<file path="src/rtl/vga_draw_arbiter.sv">
// vga_draw_arbiter: shares the single vga_adapter pixel write port among
// several draw engines using a request/grant handshake. Pixel outputs are
// registered, off-screen pixels are clipped, and a hold-time watchdog forces
// release of a grant that is held too long.
//
// Ports:
//   clk, resetn          clock, asynchronous active-low reset
//   req[N]               per-requester level request, held for the whole region
//   done_in[N]           per-requester end-of-region pulse (only owner's counts)
//   x_in/y_in[9*N]       packed coordinates, requester i at [9i+8:9i]
//   colour_in[3*N]       packed colours, requester i at [3i+2:3i]
//   grant[N]             one-hot grant or zero
//   x, y, colour, plot   registered pixel write to vga_adapter
//   busy                 high while granting or releasing
//   owner                index of current/last grantee
//   timeout_err          sticky watchdog-release flag
//
// Optional feature: define ARB_ROUND_ROBIN_EN for round-robin arbitration;
// otherwise fixed priority with the lowest index winning.
module vga_draw_arbiter #(
    parameter int unsigned NUM_REQ  = 5,
    parameter int unsigned MAX_HOLD = 131072,
    parameter int unsigned X_MAX    = 320,
    parameter int unsigned Y_MAX    = 240
) (
    input  logic                   clk,
    input  logic                   resetn,
    input  logic [NUM_REQ-1:0]     req,
    input  logic [NUM_REQ-1:0]     done_in,
    input  logic [9*NUM_REQ-1:0]   x_in,
    input  logic [9*NUM_REQ-1:0]   y_in,
    input  logic [3*NUM_REQ-1:0]   colour_in,
    output logic [NUM_REQ-1:0]     grant,
    output logic [8:0]             x,
    output logic [8:0]             y,
    output logic [2:0]             colour,
    output logic                   plot,
    output logic                   busy,
    output logic [2:0]             owner,
    output logic                   timeout_err
);

    localparam int unsigned COORD_W = 9;
    localparam int unsigned COL_W   = 3;
    localparam int unsigned IDX_W   = 3;
    localparam int unsigned HOLD_W  = (MAX_HOLD > 1) ? $clog2(MAX_HOLD) : 1;
    localparam logic [HOLD_W-1:0] HOLD_LAST = HOLD_W'(MAX_HOLD - 1);

    typedef enum logic [1:0] {
        ST_IDLE    = 2'd0,
        ST_GRANT   = 2'd1,
        ST_RELEASE = 2'd2
    } state_t;

    state_t               state_q, state_d;
    logic [NUM_REQ-1:0]   grant_q, grant_d;
    logic [COORD_W-1:0]   x_q, x_d, y_q, y_d;
    logic [COL_W-1:0]     colour_q, colour_d;
    logic                 plot_q, plot_d;
    logic                 busy_q, busy_d;
    logic [IDX_W-1:0]     owner_q, owner_d;
    logic [HOLD_W-1:0]    hold_q, hold_d;
    logic                 terr_q, terr_d;
`ifdef ARB_ROUND_ROBIN_EN
    logic [IDX_W-1:0]     ptr_q, ptr_d;
`endif

    logic                 win_vld;
    logic [IDX_W-1:0]     win_idx;
    logic [COORD_W-1:0]   cur_x, cur_y;
    logic [COL_W-1:0]     cur_col;
    logic                 cur_in_range;
    logic                 leave;

    // Owner's pixel and on-screen qualification
    assign cur_x        = x_in[COORD_W*owner_q +: COORD_W];
    assign cur_y        = y_in[COORD_W*owner_q +: COORD_W];
    assign cur_col      = colour_in[COL_W*owner_q +: COL_W];
    assign cur_in_range = (32'(cur_x) < X_MAX) && (32'(cur_y) < Y_MAX);

    // Winner selection among pending requests
    always_comb begin : p_win
        int unsigned rr_idx;
        rr_idx  = 0;
        win_vld = 1'b0;
        win_idx = '0;
`ifdef ARB_ROUND_ROBIN_EN
        for (int unsigned k = 0; k < NUM_REQ; k++) begin
            rr_idx = (32'(ptr_q) + k) % NUM_REQ;
            if (!win_vld && req[rr_idx]) begin
                win_vld = 1'b1;
                win_idx = IDX_W'(rr_idx);
            end
        end
`else
        for (int i = int'(NUM_REQ) - 1; i >= 0; i--) begin
            if (req[i]) begin
                win_vld = 1'b1;
                win_idx = IDX_W'(i);
            end
        end
`endif
    end

    // Next-state and registered-output logic
    always_comb begin
        state_d  = state_q;
        grant_d  = grant_q;
        x_d      = x_q;
        y_d      = y_q;
        colour_d = colour_q;
        plot_d   = 1'b0;
        busy_d   = busy_q;
        owner_d  = owner_q;
        hold_d   = hold_q;
        terr_d   = terr_q;
        leave    = 1'b0;
`ifdef ARB_ROUND_ROBIN_EN
        ptr_d    = ptr_q;
`endif
        case (state_q)
            ST_IDLE: begin
                grant_d = '0;
                busy_d  = 1'b0;
                if (win_vld) begin
                    state_d = ST_GRANT;
                    grant_d = NUM_REQ'(1) << win_idx;
                    owner_d = win_idx;
                    hold_d  = '0;
                    busy_d  = 1'b1;
                end
            end
            ST_GRANT: begin
                x_d      = cur_x;
                y_d      = cur_y;
                colour_d = cur_col;
                hold_d   = hold_q + HOLD_W'(1);
                // done outranks a dropped req, which outranks the watchdog
                if (done_in[owner_q]) begin
                    plot_d = cur_in_range;
                    leave  = 1'b1;
                end else if (!req[owner_q]) begin
                    leave  = 1'b1;
                end else begin
                    plot_d = cur_in_range;
                    if (hold_q == HOLD_LAST) begin
                        leave  = 1'b1;
                        terr_d = 1'b1;
                    end
                end
                if (leave) begin
                    state_d = ST_RELEASE;
                    grant_d = '0;
                    hold_d  = hold_q;
`ifdef ARB_ROUND_ROBIN_EN
                    ptr_d   = (owner_q == IDX_W'(NUM_REQ - 1)) ? '0 : owner_q + IDX_W'(1);
`endif
                end
            end
            ST_RELEASE: begin
                state_d = ST_IDLE;
                grant_d = '0;
                busy_d  = 1'b0;
            end
            default: begin
                state_d = ST_IDLE;
                grant_d = '0;
                busy_d  = 1'b0;
            end
        endcase
    end

    // State and output registers
    always_ff @(posedge clk or negedge resetn) begin
        if (!resetn) begin
            state_q  <= ST_IDLE;
            grant_q  <= '0;
            x_q      <= '0;
            y_q      <= '0;
            colour_q <= '0;
            plot_q   <= 1'b0;
            busy_q   <= 1'b0;
            owner_q  <= '0;
            hold_q   <= '0;
            terr_q   <= 1'b0;
`ifdef ARB_ROUND_ROBIN_EN
            ptr_q    <= '0;
`endif
        end else begin
            state_q  <= state_d;
            grant_q  <= grant_d;
            x_q      <= x_d;
            y_q      <= y_d;
            colour_q <= colour_d;
            plot_q   <= plot_d;
            busy_q   <= busy_d;
            owner_q  <= owner_d;
            hold_q   <= hold_d;
            terr_q   <= terr_d;
`ifdef ARB_ROUND_ROBIN_EN
            ptr_q    <= ptr_d;
`endif
        end
    end

    assign grant       = grant_q;
    assign x           = x_q;
    assign y           = y_q;
    assign colour      = colour_q;
    assign plot        = plot_q;
    assign busy        = busy_q;
    assign owner       = owner_q;
    assign timeout_err = terr_q;

endmodule
</file>
<file path="config.mk">
export PLATFORM = sky130hd
export DESIGN_NAME = vga_draw_arbiter
export DESIGN_NICKNAME = d
export VERILOG_FILES = /design/src/rtl/vga_draw_arbiter.sv
export SDC_FILE = /design/constraint.sdc
export NUM_CORES = 1
export LEC_CHECK = 0
export ABC_AREA = 1
export ABC_CLOCK_PERIOD_IN_PS = 2300
export CORE_UTILIZATION = 43
export CTS_BUF_LIST = sky130_fd_sc_hd__clkbuf_8 sky130_fd_sc_hd__clkbuf_16
export DETAILED_ROUTE_END_ITERATION = 6
export GPL_ROUTABILITY_DRIVEN = 0
export PLACE_DENSITY = 0.82
export SETUP_SLACK_MARGIN = 0.3
export SYNTH_ARGS = -nofsm -noshare
export SYNTH_HDL_FRONTEND = slang
export SYNTH_SLANG_ARGS = --single-unit
</file>
<file path="constraint.sdc">
create_clock -name clk -period 2.3 [get_ports clk]
set_clock_uncertainty 0.15 [all_clocks]
set_input_delay 0.23 -clock clk [delete_from_list [all_inputs] [get_ports clk]]
set_output_delay 0.23 -clock clk [all_outputs]
set_load 0.01 [all_outputs]
</file>
* After elaboration in Yosys (flattened, before gate mapping)
Cells that the tools add are included.
W data, S select, Z words.
** Storage, ports and cells
- Register bits after elaboration :: 51
- Output and inout bits :: 32
** Operators by class
- $add $sub $neg :: 1
- $mul :: 2
- Magnitude comparators :: 3
- Equality and inequality tests :: 5
- Shift-type cells :: 4
- Muxes and demuxes :: 32
- Bitwise logic cells :: 1
- Reduce and logical (&&, ||, !) cells :: 7
** Operators with widths (number)
- $shiftx A45 B8 Y9 :: 2
- $mux W17 :: 2
- $pmux W17 S2 :: 1
- $add A17 B1 Y17 const B :: 1
- $eq A17 B17 Y1 const B :: 1
- $mux W1 :: 15
- $mux W3 :: 5
- $shiftx A15 B6 Y3 :: 1
- $mux W5 :: 2
- $pmux W5 S2 :: 1
- $lt A9 B8 Y1 const B :: 1
- $lt A9 B9 Y1 const B :: 1
- $mul A4 B3 Y7 const A :: 1
- $bmux W1 S3 :: 2
- $ne A2 B2 Y1 const B :: 3
- $mul A2 B3 Y5 const A :: 1
- $shl A1 B3 Y5 const A :: 1
- $lt A3 B4 Y1 const B :: 1
- $mux W2 :: 2
- $pmux W2 S2 :: 1
- $reduce_and A2 Y1 :: 2
- $reduce_and A4 Y1 :: 1
- $reduce_and A3 Y1 :: 1
- $eq A2 B1 Y1 const B :: 1
- other kinds (5) :: 5

* Longest topological paths before layout
- Word-level depth :: 8
- Gate-level depth with buffers :: 12
- Gate-level depth less buffers :: 11

* Worst setup path after synthesis
Ideal clock, no wire load.
- Path type :: register to register
- Start point :: register hold_q[0]
- End point :: register hold_q[10]
- Library setup time :: 117 ps
- Data arrival time :: 1798 ps
- Required time :: 2033 ps
- Slack :: 235 ps
- Cell stages (with the launch flop) :: 13
- Clock period less this slack :: 2065 ps
- Path through :: dfrtp_1 -> ha_1 -> nand2_1 -> nor2_1 -> nand2_1 -> nor4_1 -> ha_1 -> nor2_1 -> nand3_4 -> nand2_4 -> buf_6 -> nand2_1 -> nand2_1
** Between the ends
- Cells in the longest elaborated chain, start to end :: 7
- Elaborated cells on any way between the ends :: 10
- Those cells by class :: add/sub (1); eq/ne (2); mux (6); reduce/logical (1)
** RTL lines
- start: declaration :: RTL line 62 : logic [HOLD_W-1:0] hold_q, hold_d;
- start signal: assignment :: RTL line 198 : hold_q <= hold_d;
- parallel branches: the longest is 7 deep, another holds $add A17 B1 Y17
Several ways; the timed one is not identified. The select of a mux whose other input is x is not followed.
A chain may end at the register's enable or synchronous reset.

* Worst setup path in the final report
- Start point :: register hold_q[1]
- End point :: register hold_q[1]
The elaborated chain is that of the path after synthesis.

==> metrics.txt <==
minimum hold slack=0.177 ns; syn_area_per_cell=6.70 sq um; vias after detailed routing=4,091; GRT Max-Usage Layer=met2; nets@finish=779; gr ovfl total=0; Sw Share=44.8%; CTS tree=built; synth warn=0; Syn Nets=618; gate count of the mapped netlist=499; Pleak=2.34 nW; final instance area=5340 sq um; Slew headroom=60.6%; Worst-path clk slew=0.10 ns; die area=8130 sq um; r2r worst-path depth=11; pin count of the biggest net entering global routing=47; Num CTS Buffers=5; most common cell after layout, fill and taps aside=clkdlybuf4s50_1; final hold violation count=0; Initial Utilization=45.3%; Seq pwr share=25.3%; total wire length=12,300 um; dominant synthesized flop cell=dfrtp_1; Net Sw Power=2.38 mW; sequential element share of the synthesized area=38.2%; fillcell total=581; DR iter-0 viols=327; layout cells sized above 1=10.7%; post-route setup slack=0.333 ns; RSZ-0062 raised after global routing=yes; startpoint types=register; leading area contributor after synthesis=dfrtp_1; vias in the first global route=3,874; Pwr Total=5.31 mW; CTS Sinks=51; most frequent cells in the layout=147 x clkdlybuf4s50_1, 143 x nand2_1, 82 x nor2_1; Critical Path RT=2.40 ns; arrival time worst endpoint=2.07 ns; I/O Buffers=148; top-area cell type share of the netlist area=38.2%; P_int=2.93 mW; status=finished, final reports clean; Root Driver=clkbuf_8; CP Capture Type=register; Clock power frac=12.4%; Die H=90.2 um; count of final max-slew check failures=0; Reg area=1280 sq um; HP Class=input port to asynchronous set/reset pin; area delta synth->final=59.9%; top cells by area, synth=dfrtp_1 38%, nand2_1 17%, nor2_1 9.7%, nand3_1 9.1%, o21ai_0 4.5%; worst skew pair latency=0.31 ns; max cap viols=0; Top Ports=149; Tmin final=1.97 ns; post-DP HPWL=8820 um; Crit Path Max Fanout=8; DRC violations left=0; post-synthesis cell area=3340 sq um; Setup WS pre-CTS=0.107 ns; Post-DRT Antenna Nets=0; Final Setup Violations=0; first-pass GRT wire length=19,300 um; global-route met2 utilization=50.4%; via/cell ratio=5.38; pwr/cell area=994 nW/um^2; Comb pwr share=62.3%; worst-margin pin slew=0.586 ns; area of the core=7370 sq um; final worst-path cycle share=85.5%; Placed Instances=734; H-tree depth=2; Inserted Diodes=0; Fin Setup TNS=0 ns; filler-free cell count of the finished design=760; Setup Crit Path Kind=register to register; post-synthesis cell type count=32; maximum vdd drop=0.000544 V; Seq cells post-synth=51; Initial DRT Pass Iterations=4; GRT met1 Usage=36.9%; maximum clock path buffer count=2; initial antenna violation count=0; Total Routing Usage GR=29.7%; Cell Rows=31; Post-synth EDFFs=0; post-layout util=72.5%; Die W=90.2 um; area of the multi-input gates=1960 sq um; Placement Cell Area=4950 sq um; Post-synth ARST share=100%; post-DR wirelength/cell=16.1 um; GR Util met3=6.51%; FMAX=0.508 GHz
power groups by stage:
stage / combinational (mW) / clock (mW) / sequential (mW)
finish: 3.31 / 0.656 / 1.35
global route: 3.61 / 0.701 / 1.38
CTS: 3.14 / 0.669 / 1.34
detailed placement: 3.00 / 0 / 1.37
global placement: 2.95 / 0 / 1.36
floorplan: 1.74 / 0 / 1.44
cell type report:
class,count,share of cell area [%]
clock buffers,6,1.55
clock inverters,2,0.656
inverters,26,1.83
multi-input cells,394,36.7
flip-flops and latches,51,23.9
well taps,99,2.32
repair buffers,182,33.0
path summary, 6_finish.rpt:
kind / from / to / slack [ns]
worst max register to register: hold_q[1]$_DFFE_PN0P_ / hold_q[1]$_DFFE_PN0P_ / 0.33
worst min-delay path: resetn / hold_q[7]$_DFFE_PN0P_ / 0.18
max in group asynchronous: resetn / owner[0]$_DFFE_PN0P_ / 1.18
worst min register to register: timeout_err$_DFFE_PN0P_ / timeout_err$_DFFE_PN0P_ / 0.34
worst max-delay path: hold_q[1]$_DFFE_PN0P_ / hold_q[1]$_DFFE_PN0P_ / 0.33
min in group clk: timeout_err$_DFFE_PN0P_ / timeout_err$_DFFE_PN0P_ / 0.34
synthesized netlist by cell type, types with 2 or more instances:
library cell and instances:
nand2_1 148, nor2_1 86, nand3_1 61, dfrtp_1 51
o21ai_0 30, inv_1 22, a31oi_1 21, o22ai_1 15
buf_2 10, clkbuf_1 8, xor2_1 7, buf_1 5
nand4_1 5, buf_4 4, nor3_1 4, inv_2 3
buf_6 2, ha_1 2, o21ai_1 2
sequential cells by signal, indices dropped and copies added (netlist names):
| register | flops |
|---|---|
| timeout_err | 1 |
| busy | 1 |
| x | 9 |
| grant | 5 |
| plot | 1 |
| hold_q | 17 |
| owner | 3 |
| colour | 3 |
| y | 9 |
| state_q | 2 |
critical path, stage by stage (launching register included):
cell and delay, ns:
dfrtp_1 0.40, ha_4 0.18, nand2_4 0.06, nor2_4 0.13, nand2_4 0.08, nor4_4 0.14, ha_2 0.25, nor2_4 0.05
nand3_4 0.15, buf_6 0.17, nand3_1 0.08, nand2_1 0.07
logic make-up (layout without fill, tap and decap cells):
| group | Yosys count | count (layout) | synth area share, % |
|---|---|---|---|
| adders and majority gates | 2 | 2 | 0.749 |
| and+or+nand+nor | 311 | 312 | 39.1 |
| DFF | 51 | 51 | 38.2 |
| buffers and inverters | 55 | 216 | 7.45 |
| xor gates and xnor gates | 8 | 8 | 2.10 |
| AOI/OAI and AO/OA | 72 | 72 | 12.4 |
timing repair:
item	CTS	global route
endpoints found under the hold margin	26	0
buffers inserted	8	8
gates resized for setup	9	20
hold buffers	1	0
gates cloned	0	1
pin swaps	4	6
endpoints found under the setup margin	25	24
metal layers:
layer | vias up | share of wire (%)
met5 | - | 0
met4 | 0 | 3.4
met3 | 36 | 6.7
met2 | 164 | 49
met1 | 1923 | 41
li1 | 1968 | -
Power figures use the tool's default switching activity.
